===== config.mk =====
export PLATFORM = sky130hd
export DESIGN_NAME = if_fetch_flat
export DESIGN_NICKNAME = d
export VERILOG_FILES = /design/src/rtl/if_fetch_if.sv /design/src/rtl/if_fetch.sv /design/src/flat_wrapper.sv
export SDC_FILE = /design/constraint.sdc
export NUM_CORES = 1
export LEC_CHECK = 0
export CORE_MARGIN = 2
export CORE_UTILIZATION = 48
export CTS_BUF_LIST = sky130_fd_sc_hd__clkbuf_4 sky130_fd_sc_hd__clkbuf_8
export DETAILED_ROUTE_END_ITERATION = 16
export PLACE_DENSITY_LB_ADDON = 0.2
export SLEW_MARGIN = 40
export SYNTH_ARGS = -nofsm -noshare
export SYNTH_HDL_FRONTEND = slang
export SYNTH_SLANG_ARGS = --single-unit

===== constraint.sdc =====
create_clock -name clk -period 7.27 [get_ports clk]
set_input_delay 1.454 -clock clk [delete_from_list [all_inputs] [get_ports clk]]
set_output_delay 1.454 -clock clk [all_outputs]
set_load 0.02 [all_outputs]

===== src/rtl/if_fetch_if.sv =====
// Instruction-memory request/response bus used by the fetch stage.
//   req    : fetch request (master -> slave), held until gnt
//   addr   : word address of the request
//   gnt    : request accepted this cycle
//   rvalid : response valid, in order, at least one cycle after gnt
//   rdata  : returned instruction word
interface if_fetch_if;
  logic        req;
  logic [31:0] addr;
  logic        gnt;
  logic        rvalid;
  logic [31:0] rdata;

  modport master (output req, output addr, input gnt, input rvalid, input rdata);
  modport slave  (input req, input addr, output gnt, output rvalid, output rdata);
endinterface


===== src/rtl/if_fetch.sv =====
// Instruction-fetch stage. Owns the PC, issues one word request at a time to
// instruction memory, buffers returned words in a small FIFO and presents
// {inst, inst_addr} pairs to the decode side. A jump redirects the PC, flushes
// the buffer and drops the response still in flight for the old path.
//
// Ports:
//   clk, rst      clock, asynchronous active-high reset
//   jump_ena_i    redirect request from ex
//   jump_addr_i   redirect target
//   hold_i        downstream stall: head entry is not consumed
//   imem          instruction-memory bus (master side)
//   inst_o        instruction word (NOP when nothing valid)
//   inst_addr_o   address of inst_o (0 when nothing valid)
//   inst_valid_o  inst_o/inst_addr_o carry a fetched instruction
//   misalign_o    only with IF_MISALIGN_CHK_EN: sticky flag for a jump target
//                 with nonzero low bits; fetch halts until reset
//
// Build option: define IF_MISALIGN_CHK_EN to add the misaligned-target check.
// Without it the two low target bits are ignored.
module if_fetch #(
  parameter logic [31:0] RESET_PC   = 32'h0000_0000,
  parameter int unsigned FIFO_DEPTH = 2
) (
  input  logic              clk,
  input  logic              rst,
  input  logic              jump_ena_i,
  input  logic [31:0]       jump_addr_i,
  input  logic              hold_i,
  if_fetch_if.master        imem,
  output logic [31:0]       inst_o,
  output logic [31:0]       inst_addr_o,
  output logic              inst_valid_o
`ifdef IF_MISALIGN_CHK_EN
  ,
  output logic              misalign_o
`endif
);

  localparam int unsigned PtrW = (FIFO_DEPTH > 1) ? $clog2(FIFO_DEPTH) : 1;
  localparam int unsigned CntW = $clog2(FIFO_DEPTH + 1);
  localparam logic [31:0] Nop  = 32'h0000_0013;

  logic [31:0]     pc_q, pc_d;
  logic            out_q, out_d;          // one request in flight
  logic            discard_q, discard_d;  // next response belongs to a flushed path
  logic [31:0]     req_addr_q, req_addr_d;
  logic [CntW-1:0] cnt_q, cnt_d;
  logic [PtrW-1:0] rd_ptr_q, rd_ptr_d;
  logic [PtrW-1:0] wr_ptr_q, wr_ptr_d;
  logic [31:0]     fifo_inst_q [FIFO_DEPTH];
  logic [31:0]     fifo_addr_q [FIFO_DEPTH];

  logic        halted;
  logic        jump_bad;
  logic [31:0] jump_target;
  logic [31:0] fill;
  logic        req;
  logic        handshake;
  logic        rsp;
  logic        push;
  logic        pop;
  logic        valid;

`ifdef IF_MISALIGN_CHK_EN
  logic halt_q, halt_d;
  assign halted     = halt_q;
  assign jump_bad   = (jump_addr_i[1:0] != 2'b00);
  assign misalign_o = halt_q;
`else
  assign halted   = 1'b0;
  assign jump_bad = 1'b0;
`endif

  assign jump_target = jump_addr_i & 32'hFFFF_FFFC;

  always_comb begin
    fill      = 32'(cnt_q) + 32'(out_q);
    // A response arriving this cycle frees the single outstanding slot.
    req       = !rst && !jump_ena_i && !halted && (!out_q || imem.rvalid) &&
                (fill < FIFO_DEPTH);
    handshake = req && imem.gnt;
    // Stray rvalid with nothing outstanding (e.g. just after reset) is ignored.
    rsp       = imem.rvalid && out_q;
    push      = rsp && !discard_q && !jump_ena_i;
    valid     = (cnt_q != '0) && !jump_ena_i;
    pop       = valid && !hold_i;
  end

  assign imem.req     = req;
  assign imem.addr    = pc_q;
  assign inst_valid_o = valid;
  assign inst_o       = valid ? fifo_inst_q[rd_ptr_q] : Nop;
  assign inst_addr_o  = valid ? fifo_addr_q[rd_ptr_q] : 32'h0;

  always_comb begin
    pc_d       = pc_q;
    out_d      = out_q;
    discard_d  = discard_q;
    req_addr_d = req_addr_q;
    cnt_d      = cnt_q;
    rd_ptr_d   = rd_ptr_q;
    wr_ptr_d   = wr_ptr_q;

    if (jump_ena_i) begin
      if (!jump_bad && !halted) pc_d = jump_target;
    end else if (handshake) begin
      pc_d = pc_q + 32'd4;
    end

    if (handshake) begin
      out_d      = 1'b1;
      req_addr_d = pc_q;
    end else if (rsp) begin
      out_d = 1'b0;
    end

    // Any response consumes the discard mark; a jump with a response still
    // pending marks it, and repeated jumps keep at most one mark.
    if (rsp) begin
      discard_d = 1'b0;
    end else if (jump_ena_i && out_q) begin
      discard_d = 1'b1;
    end

    if (jump_ena_i) begin
      cnt_d    = '0;
      rd_ptr_d = '0;
      wr_ptr_d = '0;
    end else begin
      if (push) wr_ptr_d = wr_ptr_q + 1'b1;
      if (pop)  rd_ptr_d = rd_ptr_q + 1'b1;
      cnt_d = cnt_q + CntW'(push) - CntW'(pop);
    end
  end

`ifdef IF_MISALIGN_CHK_EN
  always_comb begin
    halt_d = halt_q || (jump_ena_i && jump_bad);
  end

  always_ff @(posedge clk or posedge rst) begin
    if (rst) halt_q <= 1'b0;
    else     halt_q <= halt_d;
  end
`endif

  always_ff @(posedge clk or posedge rst) begin
    if (rst) begin
      pc_q       <= RESET_PC;
      out_q      <= 1'b0;
      discard_q  <= 1'b0;
      req_addr_q <= RESET_PC;
      cnt_q      <= '0;
      rd_ptr_q   <= '0;
      wr_ptr_q   <= '0;
    end else begin
      pc_q       <= pc_d;
      out_q      <= out_d;
      discard_q  <= discard_d;
      req_addr_q <= req_addr_d;
      cnt_q      <= cnt_d;
      rd_ptr_q   <= rd_ptr_d;
      wr_ptr_q   <= wr_ptr_d;
    end
  end

  // Storage needs no reset: entries are only read while counted valid.
  always_ff @(posedge clk) begin
    if (push) begin
      fifo_inst_q[wr_ptr_q] <= imem.rdata;
      fifo_addr_q[wr_ptr_q] <= req_addr_q;
    end
  end

endmodule


===== src/flat_wrapper.sv =====
// flat-port wrapper written by rule: the top's interface ports become plain ports
module if_fetch_flat 
#(
  parameter logic [31:0] RESET_PC   = 32'h0000_0000,
  parameter int unsigned FIFO_DEPTH = 2
)
  (clk, rst, jump_ena_i, jump_addr_i, hold_i, inst_o, inst_addr_o, inst_valid_o, imem_req, imem_addr, imem_gnt, imem_rvalid, imem_rdata);
  if_fetch_if imem_i ();
  input  logic clk;
  input  logic rst;
  input  logic jump_ena_i;
  input  logic [31:0] jump_addr_i;
  input  logic hold_i;
  output logic [31:0] inst_o;
  output logic [31:0] inst_addr_o;
  output logic inst_valid_o;
  output wire logic [$bits(imem_i.req)-1:0] imem_req;
  output wire logic [$bits(imem_i.addr)-1:0] imem_addr;
  input wire logic [$bits(imem_i.gnt)-1:0] imem_gnt;
  input wire logic [$bits(imem_i.rvalid)-1:0] imem_rvalid;
  input wire logic [$bits(imem_i.rdata)-1:0] imem_rdata;
  assign imem_req = imem_i.req;
  assign imem_addr = imem_i.addr;
  assign imem_i.gnt = imem_gnt;
  assign imem_i.rvalid = imem_rvalid;
  assign imem_i.rdata = imem_rdata;
  if_fetch #(.RESET_PC(RESET_PC), .FIFO_DEPTH(FIFO_DEPTH)) u_core (.clk(clk), .rst(rst), .jump_ena_i(jump_ena_i), .jump_addr_i(jump_addr_i), .hold_i(hold_i), .imem(imem_i), .inst_o(inst_o), .inst_addr_o(inst_addr_o), .inst_valid_o(inst_valid_o));
endmodule

# Yosys cells after proc, flatten, opt, wreduce, memory -nomap -nowiden
# Memories as Yosys holds them, arrays and structs flattened.
# Index checks and enable logic that the tools add are counted.
word_totals:
  in_bits: 70
  ramBits: 128
  wordCells: 53
  out_inout_bits: 98
  n_memories: 2
  reg_bits: 70
mem_list:
  columns: ["name", "depth", "word_bits", "read_ports", "rd_clocked_by_memory_dff", "write_ports", "line", "rtl"]
  rows:
  - ["u_core.fifo_addr_q", 2, 32, 1, 0, 1, "if_fetch.sv:51", "logic [31:0] fifo_addr_q [FIFO_DEPTH];"]
  - ["u_core.fifo_inst_q", 2, 32, 1, 0, 1, "if_fetch.sv:50", "logic [31:0] fifo_inst_q [FIFO_DEPTH];"]
classes:
  n_addsub: 6
  n_reduce_logical: 22
  mux: 15
  magnitude_cmp: 1
ops:
  columns: ["cell", "n"]
  rows:
  - ["$mux 32", 4]
  - ["$add 32x3->32 const B", 1]
  - ["$lt 32x2->1 const B", 1]
  - ["$reduce_bool 2->1", 6]
  - ["$logic_and 1x1->1", 10]
  - ["$mux 1", 10]
  - ["$logic_not 1->1", 5]
  - ["$add 2x1->3", 1]
  - ["$add 1x1->1 const B", 2]
  - ["$add 2x1->2", 1]
  - ["$mux 2", 1]
  - ["$sub 2x1->2", 1]
  - ["$logic_or 1x1->1", 1]

# Logic depth before layout (Yosys ltp)
# Gate-level depths: netlist of the first run.
depth:
  word_depth: 7
  depth_mapped: 9
  mapped_depth_nobuf: 8

# Least setup slack after synthesis of the first run
# Ideal clock, no wire load.
synth_timing:
  path_type: "input to register"
  from: "in jump_ena_i"
  to: "mem u_core.fifo_addr_q[0][10] (enable)"
  required_time_ns: 6.635
  setup_ns: 0.635
  cell_stages: 3
  path_slack_ns: -1.063
  arrival_ns: 7.698
  n_path_buf: 2
  path_cell_list: "buf_6 > clkbuf_1 > nor4_1"
synth_via:
  elab_chain_len: 4
synth_rtl:
  columns: ["element", "line", "rtl"]
  rows:
  - ["from (decl)", "flat_wrapper.sv:11", "input logic jump_ena_i;"]
  - ["$logic_not 1->1", "if_fetch.sv:84", "push = rsp && !discard_q && !jump_ena_i;"]
  - ["$logic_and 1x1->1", "if_fetch.sv:84", null]
  - ["$mux 1", "if_fetch.sv:169", "if (push) begin"]
  - ["$mux 1 (implied by the code)", "if_fetch.sv:171", "fifo_addr_q[wr_ptr_q] <= req_addr_q;"]
  - ["to (decl)", "if_fetch.sv:51", null]
# No other way between the ends.

# Final worst setup path of the first run
layout_timing:
  from: "in jump_ena_i"
  to: "out inst_o[0]"
layout_via:
  elab_chain_len: 3
layout_rtl:
  columns: ["element", "line", "rtl"]
  rows:
  - ["$logic_not 1->1", "if_fetch.sv:85", "valid = (cnt_q != '0) && !jump_ena_i;"]
  - ["$logic_and 1x1->1", "if_fetch.sv:85", null]
  - ["$mux 32", "if_fetch.sv:92", "assign inst_o = valid ? fifo_inst_q[rd_ptr_q] : Nop;"]
  - ["to (decl)", "flat_wrapper.sv:14", "output logic [31:0] inst_o;"]
# No other way between the ends.

==> impl_metrics.sql, run 1 <==
INSERT INTO impl_metrics (metric_group, metric, value, unit) VALUES
('clocking', 'cts-root-buf', 'sky130_fd_sc_hd__clkbuf_8', ''),
('yosys', 'netlist-cell-type-count', '52', ''),
('timing', 'final-setup-viol-count', '0', ''),
('die', 'die_width', '132', 'um'),
('yosys', 'library_cell_with_the_highest_instance_count_after_synthesis', 'sky130_fd_sc_hd__edfxtp_1', ''),
('timing', 'finalMaxSlewViolations', '0', ''),
('placement', 'place.detailed.instances', '981', ''),
('routing', 'routed_wl', '16200', 'um'),
('routing', 'via_count', '5293', ''),
('critical_path', 'worstSetupStartpoint', 'jump_ena_i', ''),
('critical_path', 'cp.arrival', '4.27', 'ns'),
('cells_and_area', 'layout-area-overhead-vs-synth', '29.2', '%'),
('critical_path', 'worst-path-max-fanout', '44', ''),
('clocking', 'postCtsResizedCells', '0', ''),
('timing', 'achievable-frequency', '175', 'MHz'),
('critical_path', 'crit_path_start_kind', 'input port', ''),
('power_and_ir_drop', 'internal_cell_power', '1.73', 'mW'),
('die', 'floorplan.rows', '46', ''),
('yosys', 'synth_top_flop_cell', 'sky130_fd_sc_hd__edfxtp_1', ''),
('yosys', 'synth_top_area_share', '0.472', ''),
('clocking', 'tritoncts.num_buffers', '17', ''),
('routing', 'postRouteAntennaNets', '0', ''),
('clocking', 'clk_pin_slew_worst_paths', '0.10', 'ns'),
('job', 'maxcap_viol_count', '0', ''),
('clocking', 'worst_skew_pair_later_pin_latency', '0.46', 'ns'),
('yosys', 'post_synth_instance_area', '7880', 'um^2'),
('yosys', 'post_synth_main_area_contributors', 'sky130_fd_sc_hd__edfxtp_1, sky130_fd_sc_hd__dfrtp_1, sky130_fd_sc_hd__mux2i_1', ''),
('die', 'start_util', '0.495', ''),
('timing', 'post_route_clock_skew', '0.0111', 'ns'),
('placement', 'port_buffers', '161', ''),
('timing', 'finalHoldViolCount', '0', ''),
('critical_path', 'rr_startpoint', 'u_core.cnt_q[1]$_DFF_PP0_', ''),
('die', 'fp.dieH', '132', 'um'),
('yosys', 'most_frequent_cells_after_synthesis', 'sky130_fd_sc_hd__edfxtp_1, sky130_fd_sc_hd__nand2_1, sky130_fd_sc_hd__nor2_1, sky130_fd_sc_hd__dfrtp_1, sky130_fd_sc_hd__mux2i_1', ''),
('grt', 'grt_antenna_before_repair', '0', ''),
('critical_path', 'required', '5.82', 'ns'),
('hold_path', 'holdCritPathClass', 'register to register', ''),
('clocking', 'h-tree-depth', '4', ''),
('yosys', 'synth_top_area_cell', 'sky130_fd_sc_hd__edfxtp_1', ''),
('yosys', 'synth_edf_count', '124', ''),
('clocking', 'max-clock-path-buffers', '2', ''),
('power_and_ir_drop', 'total_leakage_power', '3.69', 'nW'),
('power_and_ir_drop', 'combPwrFrac', '0.123', ''),
('timing', 'setup_repair_after_global_routing_missed_its_margin', 'no', ''),
('status', 'run_status', 'finished, final reports clean', ''),
('cells_and_area', 'num-nets-final', '857', ''),
('routing', 'drc', '0', ''),
('critical_path', 'end_kind', 'primary output', ''),
('timing', 'final.setup.tns', '0', 'ns'),
('die', 'core_region_area', '15900', 'um^2'),
('die', 'boundaryPins', '168', ''),
('placement', 'gpl.final_weighted_congestion', '0.844', ''),
('routing', 'dr.pass1.iters', '5', ''),
('yosys', 'synth_seq_area_share', '0.682', ''),
('yosys', 'avgSynthCellArea', '12.6', 'um^2'),
('cells_and_area', 'final_layout_size_suffix_gt1_frac', '0.0778', ''),
('timing', 'max-slew-margin-rel', '0.481', ''),
('cells_and_area', 'insertedDiodeCount', '0', ''),
('die', 'floorplan.die_area', '17500', 'um^2'),
('grt', 'gr-usage-all-layers', '0.191', ''),
('power_and_ir_drop', 'report.power.total', '2.31', 'mW'),
('power_and_ir_drop', 'power.density_cell_area', '227', 'nW/um^2'),
('grt', 'wire_length_of_the_first_global_routing_pass', '26500', 'um'),
('cells_and_area', 'cell_count_final_fillers_out', '1013', ''),
('timing', 'tightestPinTransition', '0.779', 'ns'),
('yosys', 'synthesized_instance_count', '626', ''),
('routing', 'detailedRoute.firstIterationViolations', '321', ''),
('placement', 'place_hpwl', '10900', 'um'),
('clocking', 'cts-hold-fix-buffers', '0', ''),
('power_and_ir_drop', 'max-vdd-ir-drop', '122', 'uV'),
('yosys', 'count_of_state_elements_after_synthesis', '190', '');
## metal layers
layer / GRT usage / vias up / wire, um
met4: 0.0550 / 0 / 160
met1: 0.267 / 2527 / 7360
li1: - / 2540 / -
met2: 0.302 / 213 / 7650
met5: 0 / - / 0
met3: 0.0431 / 13 / 1030
## sequential cells by signal (all words and copies together) (netlist names)
| name | cells |
|---|---|
| u_core.wr_ptr_q | 1 |
| u_core.discard_q | 1 |
| u_core.cnt_q | 2 |
| u_core.rd_ptr_q | 1 |
| u_core.fifo_inst_q | 64 |
| u_core.fifo_addr_q | 60 |
| u_core.req_addr_q | 30 |
| u_core.imem.addr | 30 |
| u_core.out_q | 1 |
## through the flow
stage / utilization / setup WS [ns] / hold WS [ns] / instance area [um^2]
after floorplan: - / 1.55 / 0.442 / 7900
after global placement: 0.608 / 1.56 / 0.451 / 9690
after detailed placement: 0.612 / 1.53 / 0.458 / 9760
after CTS: 0.639 / 1.53 / 0.482 / 10200
after global routing: 0.639 / 1.37 / 0.498 / 10200
final: 0.639 / 1.55 / 0.475 / 10200
## path summary, 6_finish.rpt
kind                                                      end  slack [ns]  cells past startpoint
setup / recovery                                    inst_o[0]        1.55                      8
min in group asynchronous    u_core.imem.addr[10]$_DFFE_PP0P_        1.56                      3
hold reg to reg            u_core.fifo_addr_q[0][7]$_DFFE_PP_        0.48                      0
hold / removal             u_core.fifo_addr_q[0][7]$_DFFE_PP_        0.48                      0
max in group asynchronous         u_core.rd_ptr_q$_DFFE_PP0P_        5.26                      3
setup reg to reg              u_core.imem.addr[9]$_DFFE_PP0P_        4.73                      6
## cell families (layout without fill, tap and decap cells)
| logic type | after synthesis | in the layout | synth area share |
|---|---|---|---|
| AND/OR/NAND/NOR | 247 | 247 | 0.137 |
| flip-flops | 190 | 190 | 0.682 |
| multiplexers | 66 | 66 | 0.0843 |
| AO/OA/AOI/OAI | 61 | 61 | 0.0524 |
| buffers and inverters | 47 | 215 | 0.0273 |
| XOR/XNOR | 11 | 11 | 0.0122 |
| adder cells (fa/ha/maj) | 3 | 3 | 0.00476 |
| other | 1 | 4 | 0.000476 |
## cell usage in the layout (no fill, tap or decap), types with 3 or more instances in the layout
| cell type | instances |
|---|---|
| sky130_fd_sc_hd__ha_1 | 3 |
| sky130_fd_sc_hd__nor2_2 | 3 |
| sky130_fd_sc_hd__a221o_1 | 3 |
| sky130_fd_sc_hd__and3_1 | 3 |
| sky130_fd_sc_hd__mux2_2 | 3 |
| sky130_fd_sc_hd__dfrtp_1 | 65 |
| sky130_fd_sc_hd__or3_1 | 4 |
| sky130_fd_sc_hd__conb_1 | 4 |
| sky130_fd_sc_hd__clkinv_2 | 3 |
| sky130_fd_sc_hd__mux2i_1 | 63 |
| sky130_fd_sc_hd__nor3_1 | 8 |
| sky130_fd_sc_hd__bufinv_16 | 3 |
| sky130_fd_sc_hd__nand4_1 | 15 |
| sky130_fd_sc_hd__a21oi_1 | 7 |
| sky130_fd_sc_hd__nand3_1 | 14 |
| sky130_fd_sc_hd__edfxtp_1 | 124 |
| sky130_fd_sc_hd__xor2_1 | 5 |
| sky130_fd_sc_hd__buf_4 | 7 |
| sky130_fd_sc_hd__clkbuf_8 | 17 |
| sky130_fd_sc_hd__inv_6 | 3 |
| sky130_fd_sc_hd__a22oi_1 | 4 |
| sky130_fd_sc_hd__nor2_1 | 69 |
| sky130_fd_sc_hd__xnor2_1 | 6 |
| sky130_fd_sc_hd__o21ai_1 | 4 |
| sky130_fd_sc_hd__o311ai_1 | 3 |
| sky130_fd_sc_hd__inv_1 | 9 |
| sky130_fd_sc_hd__o21ai_0 | 16 |
| sky130_fd_sc_hd__o211ai_1 | 9 |
| sky130_fd_sc_hd__nand2_1 | 118 |
| sky130_fd_sc_hd__clkdlybuf4s50_1 | 161 |
## layout make-up
type | count | area, um^2
well taps | 216 | 270
flip-flops and latches | 190 | 5380
multi-input cells | 392 | 2340
repair buffers | 173 | 1750
clock inverters | 15 | 185
fillers | 1237 | 5750
inverters | 10 | 37.5
clock buffers | 17 | 234
## power groups by stage
stage          Clock [mW]  Combinational, mW  Sequential [mW]
2_1_floorplan           0              0.144             1.33
3_3_place_gp            0              0.268             1.34
3_5_place_dp            0              0.287             1.34
4_1_cts             0.731              0.288             1.31
5_1_grt             0.774              0.313             1.32
6_report            0.717              0.285             1.31
## worst max-delay path: stages
cell and delay [ns]:
sky130_fd_sc_hd__clkdlybuf4s50_1 0.45, sky130_fd_sc_hd__buf_4 0.41, sky130_fd_sc_hd__inv_1 0.41, sky130_fd_sc_hd__o21ai_4 0.37, sky130_fd_sc_hd__buf_4 0.36, sky130_fd_sc_hd__inv_1 0.12
sky130_fd_sc_hd__nand2_1 0.08, sky130_fd_sc_hd__clkdlybuf4s50_1 0.61
(Power assumes the default switching activity.)
==> run 2, diff against run 1 <==
==> constraint.sdc (replaced) <==
create_clock -name clk -period 5.1 [get_ports clk]
set_input_delay 1.02 -clock clk [delete_from_list [all_inputs] [get_ports clk]]
set_output_delay 1.02 -clock clk [all_outputs]
set_load 0.02 [all_outputs]
==> run 2 against run 1 <==
  * Routed wire length increased by 2.8%
  * Register-to-register slack got worse by 2.2 ns
  * First-iteration DRC count rose by 36%
  * Final cell count about the same
  * Sequential share of layout area fell by 0.11 points
  * Sequential power up 44%
  * Hold slack gained 0.0031 ns
  * Combinational power up 43%
  * Sequential cell count stayed put
  * Clock power increased by 48%
  * Clock skew is 0.00071 ns lower
  * Critical path type unchanged
  * Largest power group unchanged
  * Highest routed layer unchanged
==> impl_metrics.sql, run 2 (same netlist as run 1, synthesis figures left out) <==
INSERT INTO impl_metrics (metric_group, metric, value, unit) VALUES
('timing', 'final-setup-viol-count', '0', ''),
('die', 'core_region_area', '15900', 'um^2'),
('critical_path', 'timing.critical_path.cells', 'clkdlybuf4s50_1 > inv_1 > o21ai_4 > buf_8 > buf_4 > nor2_1 > clkdlybuf4s50_1', ''),
('die', 'floorplan.rows', '46', ''),
('cells_and_area', 'nFillCells', '1217', ''),
('routing', 'dr.pass1.iters', '4', ''),
('routing', 'via_count', '5354', ''),
('clocking', 'cts-root-buf', 'sky130_fd_sc_hd__clkbuf_8', ''),
('timing', 'setup_repair_after_global_routing_missed_its_margin', 'no', ''),
('routing', 'drc', '0', ''),
('placement', 'gpl.final_weighted_congestion', '0.865', ''),
('timing', 'finalMaxSlewViolations', '0', ''),
('die', 'fp.dieH', '132', 'um'),
('critical_path', 'cp.arrival', '3.36', 'ns'),
('die', 'start_util', '0.495', ''),
('clocking', 'setup_bufs_post_cts', '0', ''),
('die', 'floorplan.die_area', '17500', 'um^2'),
('timing', 'final.min_clock_period', '4.38', 'ns'),
('timing', 'post_route_clock_skew', '0.0104', 'ns'),
('routing', 'detailedRoute.firstIterationViolations', '436', ''),
('power_and_ir_drop', 'power_switching_share', '0.238', ''),
('critical_path', 'path_length_in_cells_of_the_critical_path', '7', ''),
('cells_and_area', 'layout.core_utilization', '0.640', ''),
('critical_path', 'worstSetupStartpoint', 'jump_ena_i', ''),
('grt', 'grt_antenna_before_repair', '0', ''),
('grt', 'gr-usage-all-layers', '0.197', ''),
('cells_and_area', 'layout-area-overhead-vs-synth', '29.5', '%'),
('critical_path', 'critical_path_class', 'input port to primary output', ''),
('cells_and_area', 'post-route-cell-area', '10200', 'um^2'),
('critical_path', 'worst-path-max-fanout', '20', ''),
('power_and_ir_drop', 'power.density_cell_area', '328', 'nW/um^2'),
('power_and_ir_drop', 'clockPowerShare', '0.318', ''),
('cells_and_area', 'most_frequent_standard_cell_in_the_layout_excluding_fill_and_tap_cells', 'sky130_fd_sc_hd__clkdlybuf4s50_1', ''),
('power_and_ir_drop', 'pwr-share-seq', '0.561', ''),
('placement', 'place_hpwl', '11300', 'um'),
('routing', 'postRouteAntennaNets', '0', ''),
('timing', 'final.setup.tns', '0', 'ns'),
('power_and_ir_drop', 'internal_cell_power', '2.55', 'mW'),
('cells_and_area', 'largest_reg_flops', '64', ''),
('power_and_ir_drop', 'total_leakage_power', '3.71', 'nW'),
('critical_path', 'worst_path_max_delay_cell', 'sky130_fd_sc_hd__clkdlybuf4s50_1', ''),
('critical_path', 'crit_path_start_kind', 'input port', ''),
('clocking', 'h-tree-depth', '4', ''),
('timing', 'final_worst_hold_slack', '0.478', 'ns'),
('cells_and_area', 'reg.largest.list', 'u_core.fifo_inst_q: 64 flops, u_core.fifo_addr_q: 60 flops', ''),
('cells_and_area', 'seq_area', '5380', 'um^2'),
('critical_path', 'cp_slowest_stage_delay', '0.64', 'ns'),
('cells_and_area', 'insertedDiodeCount', '0', ''),
('power_and_ir_drop', 'combPwrFrac', '0.122', ''),
('routing', 'routed_wl', '16600', 'um'),
('clocking', 'worst_skew_pair_later_pin_latency', '0.45', 'ns'),
('critical_path', 'required', '4.08', 'ns'),
('cells_and_area', 'layout_common_cells', 'sky130_fd_sc_hd__clkdlybuf4s50_1, sky130_fd_sc_hd__edfxtp_1, sky130_fd_sc_hd__nand2_1', ''),
('clocking', 'clk_pin_slew_worst_paths', '0.08', 'ns'),
('critical_path', 'crit_top_cell', 'sky130_fd_sc_hd__clkdlybuf4s50_1', ''),
('clocking', 'max-clock-path-buffers', '2', ''),
('critical_path', 'path_buf_inv', '5', ''),
('clocking', 'tritoncts.num_buffers', '17', ''),
('cells_and_area', 'multiInputGateArea', '2330', 'um^2'),
('routing', 'detail_route.wl_per_cell', '16.4', 'um'),
('critical_path', 'reg2reg_depth', '6', ''),
('power_and_ir_drop', 'switchingPower', '0.797', 'mW'),
('die', 'boundaryPins', '168', ''),
('job', 'maxcap_viol_count', '0', ''),
('critical_path', 'ff2ff_setup_slack', '2.56', 'ns'),
('timing', 'finalHoldViolCount', '0', ''),
('grt', 'grt.overflow.total', '0', ''),
('routing', 'route.detailed.vias_per_inst', '5.28', ''),
('cells_and_area', 'registers.top_by_ff_count', 'u_core.fifo_inst_q', ''),
('critical_path', 'cp_endpoint', 'inst_addr_o[17]', ''),
('clocking', 'cts_num_sinks', '190', ''),
('critical_path', 'r2r-end', 'u_core.imem.addr[14]$_DFFE_PP0P_', ''),
('clocking', 'tritoncts', 'done', ''),
('placement', 'placement.cell_area', '9770', 'um^2'),
('hold_path', 'hold_path.startpoint', 'u_core.req_addr_q[23]$_DFFE_PP0P_', ''),
('cells_and_area', 'num-nets-final', '858', ''),
('grt', 'number_of_global_route_vias_before_repair', '5210', ''),
('grt', 'maximum_number_of_pins_on_one_net_before_global_route_repair', '63', ''),
('power_and_ir_drop', 'max-vdd-ir-drop', '183', 'uV'),
('critical_path', 'kind_of_cell_with_the_highest_combined_delay_on_the_critical_path', 'buffers and inverters', ''),
('critical_path', 'end_kind', 'primary output', ''),
('critical_path', 'rr_startpoint', 'u_core.cnt_q[1]$_DFF_PP0_', ''),
('cells_and_area', 'final_layout_size_suffix_gt1_frac', '0.0764', ''),
('hold_path', 'hold_depth', '0', ''),
('grt', 'wire_length_of_the_first_global_routing_pass', '27200', 'um'),
('timing', 'max-slew-margin-rel', '0.466', ''),
('placement', 'port_buffers', '161', ''),
('hold_path', 'holdCritPathClass', 'register to register', ''),
('die', 'die_width', '132', 'um'),
('clocking', 'postCtsResizedCells', '0', ''),
('clocking', 'cts-hold-fix-buffers', '0', ''),
('timing', 'tightestPinTransition', '0.798', 'ns'),
('timing', 'achievable-frequency', '228', 'MHz'),
('status', 'run_status', 'finished, final reports clean', ''),
('timing', 'timing.final.crit_share', '0.859', '');
-- run 2: cell count changes in the layout (fill, tap and decap cells not counted), moves of 2 or more --
cell	delta
sky130_fd_sc_hd__inv_6	-3
sky130_fd_sc_hd__clkinv_2	-3
sky130_fd_sc_hd__inv_4	+2
sky130_fd_sc_hd__clkinv_4	-2
sky130_fd_sc_hd__clkbuf_4	+7
sky130_fd_sc_hd__inv_8	-2
-- run 2: per-stage QoR --
step                setup slack (ns)  cells  power [mW]
floorplan                       1.27    629        2.10
global placement               0.679    978        2.29
detailed placement             0.725    982        2.32
CTS                            0.721   1014        3.38
global route                   0.527   1014        3.50
finish                         0.721   1014        3.35
-- run 2: per-layer routing --
metal,global-route usage,share of wire,wire (um)
met1,0.281,0.46,7590
met2,0.302,0.47,7820
met3,0.0531,0.067,1120
met4,0.0513,0.0071,119
met5,0,0,0
-- run 2: cell type report --
cell class	instances	share of cell area
multi-input combinational	392	0.229
clock inverter	7	0.0134
tap	216	0.0265
timing repair buffer	174	0.171
sequential	190	0.527
clock buffer	25	0.0294
inverter	10	0.00392
-- run 2: worst min-delay path by stage --
stage,end,slack (ns)
detailed placement,u_core.fifo_addr_q[1][18]$_DFFE_PP_,0.46
CTS,u_core.fifo_addr_q[1][18]$_DFFE_PP_,0.48
global route,u_core.fifo_addr_q[0][27]$_DFFE_PP_,0.49
finish,u_core.fifo_addr_q[1][23]$_DFFE_PP_,0.48
global placement,u_core.fifo_addr_q[0][31]$_DFFE_PP_,0.45
floorplan,u_core.fifo_addr_q[0][10]$_DFFE_PP_,0.44
-- run 2: power groups by stage --
stage / Sequential (mW) / Clock (mW) / Combinational (mW)
finish: 1.88 / 1.06 / 0.407
floorplan: 1.90 / 0 / 0.206
global route: 1.89 / 1.15 / 0.448
detailed placement: 1.91 / 0 / 0.409
global placement: 1.91 / 0 / 0.382
CTS: 1.88 / 1.09 / 0.412
